[src/rtl/stepmtr_move_ctrl.sv]
// Stepper move controller: turns (dir, count) commands into step strobes with optional linear ramp (STEPMTR_RAMP_EN).
// Latency: first step I(1) cycles after acceptance; done one cycle after the last step, ready one cycle later.
// Backpressure: cmd_ready is high only in IDLE; a held command is accepted on the first IDLE cycle.
module stepmtr_move_ctrl #(
    parameter int CLK_HZ    = 12_000_000,
    parameter int MAX_HZ    = 400,
    parameter int MIN_HZ    = 100,
    parameter int ACC_STEPS = 16,
    parameter int POS_W     = 16
) (
    input  logic             clk,
    input  logic             rst_n,
    input  logic             cmd_valid,
    output logic             cmd_ready,
    input  logic             cmd_dir,
    input  logic [15:0]      cmd_steps,
    input  logic             abort,
    output logic             step,
    output logic             dir,
    output logic             busy,
    output logic             done,
    output logic [POS_W-1:0] position
);

    localparam int P_MIN   = CLK_HZ / MAX_HZ;
    localparam int P_START = CLK_HZ / MIN_HZ;
    localparam int CNT_W   = $clog2(P_START + 1);

    // Strobes must never be adjacent and the ramp must have at least one step.
    if (MIN_HZ > MAX_HZ || ACC_STEPS < 1 || P_MIN < 2) begin : g_cfg_err
        $error("stepmtr_move_ctrl: invalid rate configuration");
    end

    typedef enum logic [1:0] {
        S_IDLE,
        S_RUN,
        S_FIN
    } state_t;

    state_t             state_q, state_d;
    logic [CNT_W-1:0]   cnt_q;
    logic [15:0]        rem_q;
    logic               dir_q;
    logic [POS_W-1:0]   pos_q;

    logic               accept;
    logic               expire;
    logic [CNT_W-1:0]   ivl_first;
    logic [CNT_W-1:0]   ivl_reload;

    assign accept = (state_q == S_IDLE) && cmd_valid;
    assign expire = (state_q == S_RUN) && (cnt_q == CNT_W'(1)) && !abort;

`ifdef STEPMTR_RAMP_EN
    localparam int DELTA = (P_START - P_MIN) / ACC_STEPS;
    localparam int UP_W  = $clog2(ACC_STEPS + 1);

    // up_q tracks min(k-1, ACC_STEPS) for the step currently being timed.
    logic [UP_W-1:0]    up_q;
    logic [UP_W-1:0]    up_nxt;
    logic [UP_W-1:0]    ramp_m;
    logic [15:0]        rem_left;

    always_comb begin
        up_nxt   = (up_q == UP_W'(ACC_STEPS)) ? up_q : up_q + UP_W'(1);
        // Steps that will still follow the next one: N-(k+1).
        rem_left = rem_q - 16'd2;
        ramp_m   = (rem_left < 16'(up_nxt)) ? rem_left[UP_W-1:0] : up_nxt;
        ivl_first  = CNT_W'(P_START);
        ivl_reload = CNT_W'(P_START) - CNT_W'(DELTA) * CNT_W'(ramp_m);
    end

    always_ff @(posedge clk or negedge rst_n) begin
        if (!rst_n) begin
            up_q <= '0;
        end else if (accept) begin
            up_q <= '0;
        end else if (expire) begin
            up_q <= up_nxt;
        end
    end
`else
    assign ivl_first  = CNT_W'(P_MIN);
    assign ivl_reload = CNT_W'(P_MIN);
`endif

    always_comb begin
        state_d = state_q;
        case (state_q)
            S_IDLE: begin
                if (cmd_valid) begin
                    state_d = (cmd_steps == 16'd0) ? S_FIN : S_RUN;
                end
            end
            S_RUN: begin
                if (abort) begin
                    state_d = S_FIN;
                end else if (expire && rem_q == 16'd1) begin
                    state_d = S_FIN;
                end
            end
            S_FIN:   state_d = S_IDLE;
            default: state_d = S_IDLE;
        endcase
    end

    always_ff @(posedge clk or negedge rst_n) begin
        if (!rst_n) begin
            state_q <= S_IDLE;
            cnt_q   <= '0;
            rem_q   <= '0;
            dir_q   <= 1'b0;
            pos_q   <= '0;
        end else begin
            state_q <= state_d;
            if (accept) begin
                dir_q <= cmd_dir;
                rem_q <= cmd_steps;
                cnt_q <= ivl_first;
            end else if (expire) begin
                rem_q <= rem_q - 16'd1;
                cnt_q <= ivl_reload;
                pos_q <= dir_q ? pos_q + POS_W'(1) : pos_q - POS_W'(1);
            end else if (state_q == S_RUN && !abort) begin
                cnt_q <= cnt_q - CNT_W'(1);
            end
        end
    end

    assign cmd_ready = (state_q == S_IDLE);
    assign step      = expire;
    assign dir       = dir_q;
    assign busy      = (state_q == S_RUN);
    assign done      = (state_q == S_FIN);
    assign position  = pos_q;

endmodule

[config.mk]
export PLATFORM = sky130hd
export DESIGN_NAME = stepmtr_move_ctrl
export DESIGN_NICKNAME = d
export VERILOG_FILES = /design/src/rtl/stepmtr_move_ctrl.sv
export SDC_FILE = /design/constraint.sdc
export NUM_CORES = 1
export LEC_CHECK = 0
export BUFFER_PORTS_ARGS = -buffer_cell sky130_fd_sc_hd__buf_2
export CAP_MARGIN = 20
export CORE_AREA = 2 2 75 77
export DETAILED_ROUTE_END_ITERATION = 16
export DIE_AREA = 0 0 77 79
export PLACE_DENSITY = 0.84
export SETUP_SLACK_MARGIN = 0.4
export SLEW_MARGIN = 40
export SYNTH_ARGS = -nofsm -noshare
export SYNTH_HDL_FRONTEND = slang
export SYNTH_SLANG_ARGS = --single-unit
[constraint.sdc]
create_clock -name clk -period 6.53 [get_ports clk]
set_input_delay 1.6325 -clock clk [delete_from_list [all_inputs] [get_ports clk]]
set_output_delay 1.6325 -clock clk [all_outputs]
set_load 0.05 [all_outputs]
==> impl_metrics.json, run 1 <==
{
  "outcome": "finished clean",
  "overflow": 0,
  "p_leak_nw": 1.613,
  "cp-start-kind": "primary input",
  "syn_to_final_growth_pct": 10.73,
  "drc": 0,
  "synth-edff-count": 0,
  "critical_path_class": "in2out",
  "holdBufCountCts": 0,
  "synth_xor_area_share_pct": 7.377,
  "avgSynthCellArea_sq_um": 8.831,
  "root_buffer": "clkbuf_8",
  "coreArea_sq_um": 5338,
  "finalSetupTns_ps": 0,
  "num_vias": 2775,
  "synthCells": 363,
  "numPortBuffers": 41,
  "max_freq_ghz": 0.2036,
  "clock-skew-final_ps": 5.913,
  "synth_flop_cell": "dfrtp_1",
  "worstPathArrival_ps": 3280,
  "setup_viol": 0,
  "antenna_cells": 0,
  "required_ps": 4900,
  "muxShareOfSynthArea_pct": 0.3123,
  "grt_pass1_wl_mm": 11.99,
  "maxSlewHeadroom_pct": 50.11,
  "cap_violations": 0,
  "fin_ws_ps": 1619,
  "path_cells": "buf_2 -> nor3b_2 -> nand2_1 -> nor4_1 -> buf_2",
  "drive_gt1_share_pct": 15.00,
  "tritoncts": "done",
  "clkTransAtPathRegs_ps": 90,
  "synth.yosys.seq_area_share_pct": 40.59,
  "ys_warn_count": 0,
  "pwr_density_cell_nw_per_um2": 328.8,
  "rsz0062_at_grt": "no",
  "synth_top_family_by_area": "simple AND/OR/NAND/NOR gates",
  "final.min_clock_period_ps": 4911,
  "critical_path_buf_inv_count": 2,
  "post_cts_buffers": 0,
  "initial_utilization_pct": 60.06,
  "vias_per_cell": 5.879,
  "grt_max_degree": 53,
  "die_height_microns": 79,
  "finalCritPeriodShare_pct": 75.20,
  "cts_resized": 0,
  "peakVddDrop_mv": 0.2766,
  "slew_violations": 0,
  "synth_area_sq_um": 3206,
  "track_usage_pct": 24.61,
  "ys_ff_latch": 52,
  "async_flop_share_pct": 100.0,
  "dpl_cell_area_sq_um": 3465,
  "antenna_found_initial": 0,
  "fin_util_pct": 66.50,
  "fp.dieArea_sq_um": 6083,
  "fin_nets": 442,
  "synth_fa_ha_area_share_pct": 7.650,
  "synth_cell_types": 52,
  "wl_mm": 7.044,
  "fp.dieW_microns": 77,
  "gp_congestion": 0.8309,
  "ant_nets": 0,
  "dr.pass1.iters": 7,
  "hold_viol_final": 0,
  "worstSetupEndpointType": "primary output",
  "design_area_sq_um": 3550,
  "cts_sinks": 52,
  "cpLargestDelayFamily": "simple AND/OR/NAND/NOR gates",
  "cp_common_cell": "buf_2",
  "cpMaxStageDelayCell": "nor4_1",
  "pre_cts_slack_ps": 1481,
  "synth_compound_area_share_pct": 16.74,
  "min_path_type": "reg2reg",
  "cts_buffers": 5,
  "yosys.area_share.simple_pct": 24.59,
  "worstMarginPinSlew_ps": 748.4,
  "wire_per_inst_microns": 14.92,
  "drtIter0Drc": 118,
  "clock_latency_ps": 300,
  "clock_path_buffers": 2,
  "syn-num-nets": 403,
  "htreeDepth": 2,
  "grt_pass1_vias": 2653,
  "critPathMaxStageDelay_ps": 580,
  "num_rows": 27,
  "dp_hpwl_mm": 5.040,
  "path_max_fanout": 7,
  "io_pins": 42
}
[per-layer routing]
layer / share of wire [%] / wire length (microns) / track usage, %
met1: 44 / 3120 / 31.39
met2: 49 / 3462 / 41.75
met3: 4.9 / 344 / 5.341
met4: 1.6 / 116 / 8.571
met5: 0 / 0 / 0
[cells in the mapped netlist (3+ instances only)]
library cell,n,area (sq um)
a211oi_1,6,45.04
a21o_1,3,22.52
a21oi_1,20,100.1
clkbuf_1,8,30.03
dfrtp_1,52,1301
ha_1,18,225.2
inv_1,8,30.03
nand2_1,52,195.2
nand2b_1,5,31.28
nand3_1,12,60.06
nor2_1,40,150.1
nor2b_1,3,18.77
nor3_1,9,45.04
nor3b_1,4,30.03
nor4_1,12,75.07
o211ai_1,8,60.06
o21a_1,4,30.03
o21ai_0,26,130.1
or2_2,3,18.77
or3_1,4,25.02
or4_4,3,33.78
xnor2_1,19,166.4
xor2_1,8,70.07
[final timing paths]
check	start	to	slack, ps	cells past startpoint
worst max-delay path	abort	step	1620	5
worst min-delay path	position[15]	position[15]	510	1
worst max register to register	cnt_q[11]	rem_q[7]	3280	6
worst min register to register	position[15]	position[15]	510	1
max in group asynchronous	rst_n	rem_q[9]	4660	2
min in group asynchronous	rst_n	position[6]	1440	2
[flip-flops by register name, indices dropped and copies added (netlist names)]
name,cells
position,16
rem_q,16
dir,1
cnt_q,17
state_q,2
[final cells by class]
type                    instances  area, sq um
clock buffers                   5        68.82
well taps                      72        90.09
inverters                       8        30.03
multi-input cells             292         1839
fillers                       466         1788
flip-flops and latches         52         1301
repair buffers                 43        220.2
[metrics by stage]
step                      instances  power, mW  hold slack [ps]
after floorplan                 363     0.8679            464.8
after global placement          467     0.9711            484.4
after detailed placement        467     0.9934            497.9
after CTS                       472      1.166            510.5
after global routing            472      1.263            525.6
final                           472      1.167            508.9
[logic make-up (layout without fill, tap and decap cells)]
logic type                 count (synthesis)  count (layout)
xor gates and xnor gates                  27              27
muxes                                      1               1
DFF                                       52              52
AOI/OAI and AO/OA                         85              85
and+or+nand+nor                          160             160
buffers and inverters                     19              56
adders and majority gates                 19              19
[where the power goes]
part / internal (mW) / switching [mW] / leakage (nW) / total, mW
Sequential: 0.392 / 0.0667 / 0.652 / 0.459
Combinational: 0.196 / 0.343 / 0.924 / 0.539
Clock: 0.0695 / 0.100 / 0.0359 / 0.170
Total: 0.657 / 0.510 / 1.61 / 1.17
[placed cells by master, fill, tap and decap left out, types with 2 or more instances in the layout]
cell	count
or4_4	3
or2_2	3
o2111ai_1	2
nor3b_1	3
nand3_1	12
nand2b_1	5
buf_2	41
a21o_1	3
ha_1	18
a221o_1	2
or3_1	4
o21ai_0	26
nand2_1	52
buf_4	2
nor2b_1	3
and3_1	2
a211o_1	2
nor3_1	9
a22oi_1	2
dfrtp_1	52
a21oi_1	20
xnor2_1	19
nor4_1	11
o211ai_1	8
nor2_1	39
inv_1	8
clkbuf_8	5
nand4_1	2
a211oi_1	6
nor2_2	2
xor2_1	8
o21a_1	4
Note: power is estimated with default switching activity, not from simulation.
==> run 2: changes to the inputs <==
--- a/config.mk
+++ b/config.mk
@@ -5,12 +5,13 @@
 export SDC_FILE = /design/constraint.sdc
 export NUM_CORES = 1
 export LEC_CHECK = 0
+export ABC_AREA = 1
 export BUFFER_PORTS_ARGS = -buffer_cell sky130_fd_sc_hd__buf_2
 export CAP_MARGIN = 20
-export CORE_AREA = 2 2 75 77
+export CORE_AREA = 2 2 83 85
 export DETAILED_ROUTE_END_ITERATION = 16
-export DIE_AREA = 0 0 77 79
-export PLACE_DENSITY = 0.84
+export DIE_AREA = 0 0 85 87
+export PLACE_DENSITY = 0.8
 export SETUP_SLACK_MARGIN = 0.4
 export SLEW_MARGIN = 40
 export SYNTH_ARGS = -nofsm -noshare
==> constraint.sdc (replaced) <==
create_clock -name clk -period 4.7 [get_ports clk]
set_input_delay 1.175 -clock clk [delete_from_list [all_inputs] [get_ports clk]]
set_output_delay 1.175 -clock clk [all_outputs]
set_load 0.05 [all_outputs]
==> run 2 against run 1 <==
Compared with the run above:
- cell area increased by 18%
- worst hold slack improved by 8.3 ps
- sequential share of layout area decreased by 5.7 points
- core utilization decreased by 2.6 points
- non-clock buffer count decreased by 1
- die area increased by 22%
- clock skew increased by 2.1 ps
- setup slack got worse by 460 ps
- synthesized cell count increased by 55%
- combinational power increased by 93%
- flip-flop and latch count unchanged
- critical endpoint unchanged
- largest cell class unchanged
==> impl_metrics.json, run 2 <==
{
  "clock-skew-final_ps": 7.965,
  "tritoncts": "done",
  "synth.yosys.seq_area_share_pct": 34.01,
  "layout_commonest_cell": "nand2_1",
  "cpMaxStageDelayCell": "buf_2",
  "finalCritPeriodShare_pct": 75.40,
  "grt_max_degree": 28,
  "ys_warn_count": 0,
  "min_path_type": "reg2reg",
  "path_cells": "buf_2 -> inv_1 -> nand2_4 -> nor2_8 -> nand2_2 -> nor2_4 -> buf_2",
  "ys_ff_latch": 52,
  "drc": 0,
  "wl_mm": 8.488,
  "synth_cell_types": 33,
  "ant_nets": 0,
  "hold_viol_final": 0,
  "cts_sinks": 52,
  "pre_cts_slack_ps": 1148,
  "num_vias": 3562,
  "holdBufCountCts": 0,
  "worstSetupEndpointType": "primary output",
  "overflow": 0,
  "async_flop_share_pct": 100.0,
  "pwr_density_cell_nw_per_um2": 477.0,
  "numPortBuffers": 41,
  "cts_resized": 0,
  "synth_flop_cell": "dfrtp_1",
  "wire_per_inst_microns": 12.37,
  "largest-register": "cnt_q",
  "clkTransAtPathRegs_ps": 100,
  "vias_per_cell": 5.192,
  "finalSetupTns_ps": 0,
  "fp.dieArea_sq_um": 7395,
  "cp_common_cell": "buf_2",
  "htreeDepth": 2,
  "fin_ws_ps": 1156,
  "clock_path_buffers": 2,
  "io_pins": 42,
  "synth_area_leaders": "dfrtp_1 34%, nand2_1 17%, inv_1 7.7%, nand3_1 6.9%, nor2_1 6.7%",
  "synth.cells.most_frequent": "178 x nand2_1, 78 x inv_1, 68 x nor2_1",
  "synth-edff-count": 0,
  "final.min_clock_period_ps": 3544,
  "critical_path_class": "in2out",
  "coreArea_sq_um": 6569,
  "drtIter0Drc": 134,
  "final_cell_mix": "178 x nand2_1, 78 x inv_1, 68 x nor2_1",
  "dp_hpwl_mm": 6.625,
  "num_rows": 30,
  "clock_latency_ps": 310,
  "synth_area_sq_um": 3826,
  "fin_nets": 645,
  "track_usage_pct": 24.27,
  "worstPathArrival_ps": 2370,
  "dr.pass1.iters": 5,
  "maxSlewHeadroom_pct": 59.65,
  "critPathMaxStageDelay_ps": 340,
  "max_freq_ghz": 0.2822,
  "largest_register_ff_count": 17,
  "grt_pass1_wl_mm": 14.75,
  "critical_path_buf_inv_count": 3,
  "required_ps": 3520,
  "peakVddDrop_mv": 0.3273,
  "synthCells": 562,
  "drive_gt1_share_pct": 12.05,
  "slew_violations": 0,
  "antenna_cells": 0,
  "post_cts_buffers": 0,
  "worstMarginPinSlew_ps": 604.6,
  "initial_utilization_pct": 58.25,
  "setup_viol": 0,
  "p_leak_nw": 2.242,
  "cts_buffers": 5,
  "multiInputGateArea_sq_um": 2166,
  "path_max_fanout": 16,
  "grt_pass1_vias": 3460,
  "root_buffer": "clkbuf_8",
  "antenna_found_initial": 0,
  "yosysMostFrequentCell": "nand2_1",
  "syn_to_final_growth_pct": 9.745,
  "gp_congestion": 0.8796,
  "cpLargestDelayFamily": "simple AND/OR/NAND/NOR gates",
  "fp.dieW_microns": 85,
  "nFillCells": 611,
  "rsz0062_at_grt": "no",
  "cp-start-kind": "primary input",
  "synth_top_area_share_pct": 34.01,
  "syn-num-nets": 602,
  "avgSynthCellArea_sq_um": 6.808,
  "yosysTopAreaCell": "dfrtp_1",
  "die_height_microns": 87,
  "outcome": "finished clean",
  "cap_violations": 0,
  "seqCellArea_sq_um": 1301
}
-- run 2: changes by cell type after synthesis, sizes merged, moves of 5 or more --
cell,change
inv,+74
o21ai,-9
nor4,-11
nand4,+6
a211oi,-6
nand2b,-5
clkbuf,-8
nand3,+42
nor2,+35
xor2,+5
nand2,+131
xnor2,-11
nor3,-5
-- run 2: path summary, 6_finish.rpt --
| path | start | cells after the start | to | slack, ps |
|---|---|---|---|---|
| max | abort | 7 | step | 1160 |
| min | cnt_q[10] | 1 | cnt_q[10] | 520 |
| max reg2reg | dir | 9 | position[13] | 2340 |
| min reg2reg | cnt_q[10] | 1 | cnt_q[10] | 520 |
| max in group asynchronous | rst_n | 2 | rem_q[13] | 3060 |
| min in group asynchronous | rst_n | 1 | position[1] | 860 |
-- run 2: cell type report --
type                            instances  share of cell area [%]
Tap cell                               80                   2.384
Clock inverter                          3                   1.013
Multi-Input combinational cell        422                   51.58
Timing Repair Buffer                   42                   5.066
Inverter                               82                   7.330
Sequential cell                        52                   30.99
Clock buffer                            5                   1.639
-- run 2: cell families (layout without fill, tap and decap cells) --
| logic type | after synthesis | in the layout | share of synthesized area (%) |
|---|---|---|---|
| compound gates | 42 | 42 | 6.181 |
| xor+xnor | 21 | 21 | 4.807 |
| fa+ha+maj | 19 | 19 | 6.410 |
| buf+inv | 88 | 132 | 9.385 |
| flops | 52 | 52 | 34.01 |
| simple gates | 340 | 340 | 39.21 |
-- run 2: metal layers --
metal	GRT usage [%]	up-vias	part of all wire (%)
li1	-	1856	-
met1	30.83	1632	47
met2	42.83	63	49
met3	3.602	11	3.3
met4	7.215	0	1.3
met5	0	-	0
-- run 2: metrics by stage --
stage          cell area [sq um]  std cells  hold slack [ps]  util, %  power [mW]
6_report                    4199        686            517.2    63.92       2.003
5_1_grt                     4199        686            552.6    63.92       2.184
4_1_cts                     4199        686            519.5    63.92       2.006
3_5_place_dp                4088        678            494.4    62.23       1.691
3_3_place_gp                4088        678            487.3    62.23       1.659
2_1_floorplan               3826        562            467.2        -       1.471
-- run 2: power by group --
part           internal [mW]  leakage, nW  total [mW]  switching, mW
Combinational          0.353         1.54        1.04          0.689
Clock                  0.158       0.0541       0.311          0.153
Sequential             0.546        0.648       0.649          0.104
==> run 3: changes to the inputs <==
--- a/config.mk
+++ b/config.mk
@@ -8,10 +8,10 @@
 export ABC_AREA = 1
 export BUFFER_PORTS_ARGS = -buffer_cell sky130_fd_sc_hd__buf_2
 export CAP_MARGIN = 20
-export CORE_AREA = 2 2 83 85
+export CORE_AREA = 2 2 88 90
 export DETAILED_ROUTE_END_ITERATION = 16
-export DIE_AREA = 0 0 85 87
-export PLACE_DENSITY = 0.8
+export DIE_AREA = 0 0 90 92
+export PLACE_DENSITY = 0.75
 export SETUP_SLACK_MARGIN = 0.4
 export SLEW_MARGIN = 40
 export SYNTH_ARGS = -nofsm -noshare
==> constraint.sdc (replaced) <==
create_clock -name clk -period 3.26 [get_ports clk]
set_input_delay 0.815 -clock clk [delete_from_list [all_inputs] [get_ports clk]]
set_output_delay 0.815 -clock clk [all_outputs]
set_load 0.05 [all_outputs]
==> run 3 against run 2 <==
Compared with the run above:
- via count increased by 1.3%
- non-clock buffer count grew 1
- register-to-register slack lost 1300 ps
- critical path type is now reg2out
- total power up 42%
- first-iteration DRC count is 16% higher
- core utilization down 7.3 points
==> impl_metrics.json, run 3 (synthesized netlist as in run 2, its figures left out) <==
{
  "vias_per_cell": 5.092,
  "final.min_clock_period_ps": 2620,
  "pwr_density_cell_nw_per_um2": 673.6,
  "critical_path_class": "reg2out",
  "clock-skew-final_ps": 9.544,
  "min_path_type": "reg2reg",
  "finalCritPeriodShare_pct": 80.37,
  "max_freq_ghz": 0.3817,
  "drive_gt1_share_pct": 12.19,
  "clkTransAtPathRegs_ps": 100,
  "syn_to_final_growth_pct": 10.27,
  "io_pins": 42,
  "largest-register": "cnt_q",
  "antenna_found_initial": 0,
  "wire_per_inst_microns": 12.45,
  "antenna_cells": 0,
  "grt_pass1_wl_mm": 15.51,
  "cts_buffers": 5,
  "cp-start-kind": "flop",
  "clock_path_buffers": 2,
  "hold_viol_final": 0,
  "post_cts_buffers": 0,
  "worstPathArrival_ps": 1810,
  "rsz0062_at_grt": "no",
  "cts_sinks": 52,
  "final_cell_mix": "178 x nand2_1, 78 x inv_1, 68 x nor2_1",
  "fin_nets": 646,
  "num_rows": 32,
  "fp.dieArea_sq_um": 8280,
  "cap_violations": 0,
  "fp.dieW_microns": 90,
  "drc": 0,
  "setup_viol": 0,
  "coreArea_sq_um": 7447,
  "htreeDepth": 2,
  "clock_latency_ps": 320,
  "slew_violations": 0,
  "overflow": 0,
  "peakVddDrop_mv": 0.3941,
  "outcome": "finished clean",
  "p_leak_nw": 2.245,
  "finalSetupTns_ps": 0,
  "track_usage_pct": 22.60,
  "maxSlewHeadroom_pct": 55.19,
  "grt_max_degree": 53,
  "wl_mm": 8.828,
  "gp_congestion": 0.9342,
  "ant_nets": 0,
  "worstMarginPinSlew_ps": 672.2,
  "path_max_fanout": 3,
  "numPortBuffers": 41,
  "required_ps": 2440,
  "dr.pass1.iters": 4,
  "initial_utilization_pct": 51.38,
  "fin_util_pct": 56.65,
  "holdBufCountCts": 0,
  "drtIter0Drc": 156,
  "dp_hpwl_mm": 6.732,
  "worstSetupEndpointType": "primary output",
  "num_vias": 3610,
  "largest_register_ff_count": 17,
  "cts_resized": 0,
  "layout_commonest_cell": "nand2_1",
  "tritoncts": "done",
  "root_buffer": "clkbuf_8",
  "die_height_microns": 92,
  "grt_pass1_vias": 3476
}
run 3: changes by cell type in the layout (fill, tap and decap cells not counted), sizes merged:
cell and delta:
buf +1, inv +1, clkinvlp -1, clkbuf +1, bufinv -1
run 3: metrics by stage:
| stage | hold slack [ps] | area [sq um] | cells | setup slack [ps] | total power [mW] |
|---|---|---|---|---|---|
| 6_report | 517.5 | 4219 | 709 | 639.9 | 2.842 |
| 4_1_cts | 515.9 | 4219 | 709 | 622.8 | 2.854 |
| 3_3_place_gp | 487.9 | 4123 | 701 | 720.7 | 2.397 |
| 2_1_floorplan | 467.2 | 3826 | 562 | 923.6 | 2.120 |
| 5_1_grt | 537.3 | 4219 | 709 | 491.9 | 3.119 |
| 3_5_place_dp | 500.3 | 4123 | 701 | 711.1 | 2.438 |
run 3: where the power goes:
part	total (mW)	switching (mW)	leakage [nW]	internal, mW
Sequential	0.933	0.147	0.648	0.786
Clock	0.403	0.229	0.0516	0.174
Combinational	1.51	0.997	1.55	0.509
Total	2.84	1.37	2.24	1.47
run 3: worst paths after layout:
check                      startpoint           to  slack [ps]  cells past startpoint
min reg2reg                 cnt_q[10]    cnt_q[10]         520                      1
min in group asynchronous       rst_n  position[5]         610                      2
max                          cnt_q[1]         step         640                      9
max reg2reg                       dir  position[9]        1010                      9
max in group asynchronous       rst_n     rem_q[3]        2200                      2
min                         cnt_q[10]    cnt_q[10]         520                      1
run 3: layout make-up:
class                      instances  area, sq um
inverter                          82        307.8
clock inverter                     2        13.76
timing repair buffer              43        220.2
tap                              102        127.6
fill                             747         3228
clock buffer                       6        82.58
multi-input combinational        422         2166
sequential                        52         1301
run 3: per-layer routing:
layer | GRT usage [%] | part of all wire (%)
met1 | 28.26 | 44
met3 | 2.794 | 3.6
met5 | 0 | 0
met4 | 5.641 | 0.67
met2 | 41.42 | 51
run 3: worst max-delay path, stage by stage, from the launching register on:
cell     delay (ps)
dfrtp_1         410
inv_1            90
ha_1            170
inv_1            40
nor2_1           70
nand2_1         100
nor2_4          130
inv_1            90
nor2_4          130
buf_2           270
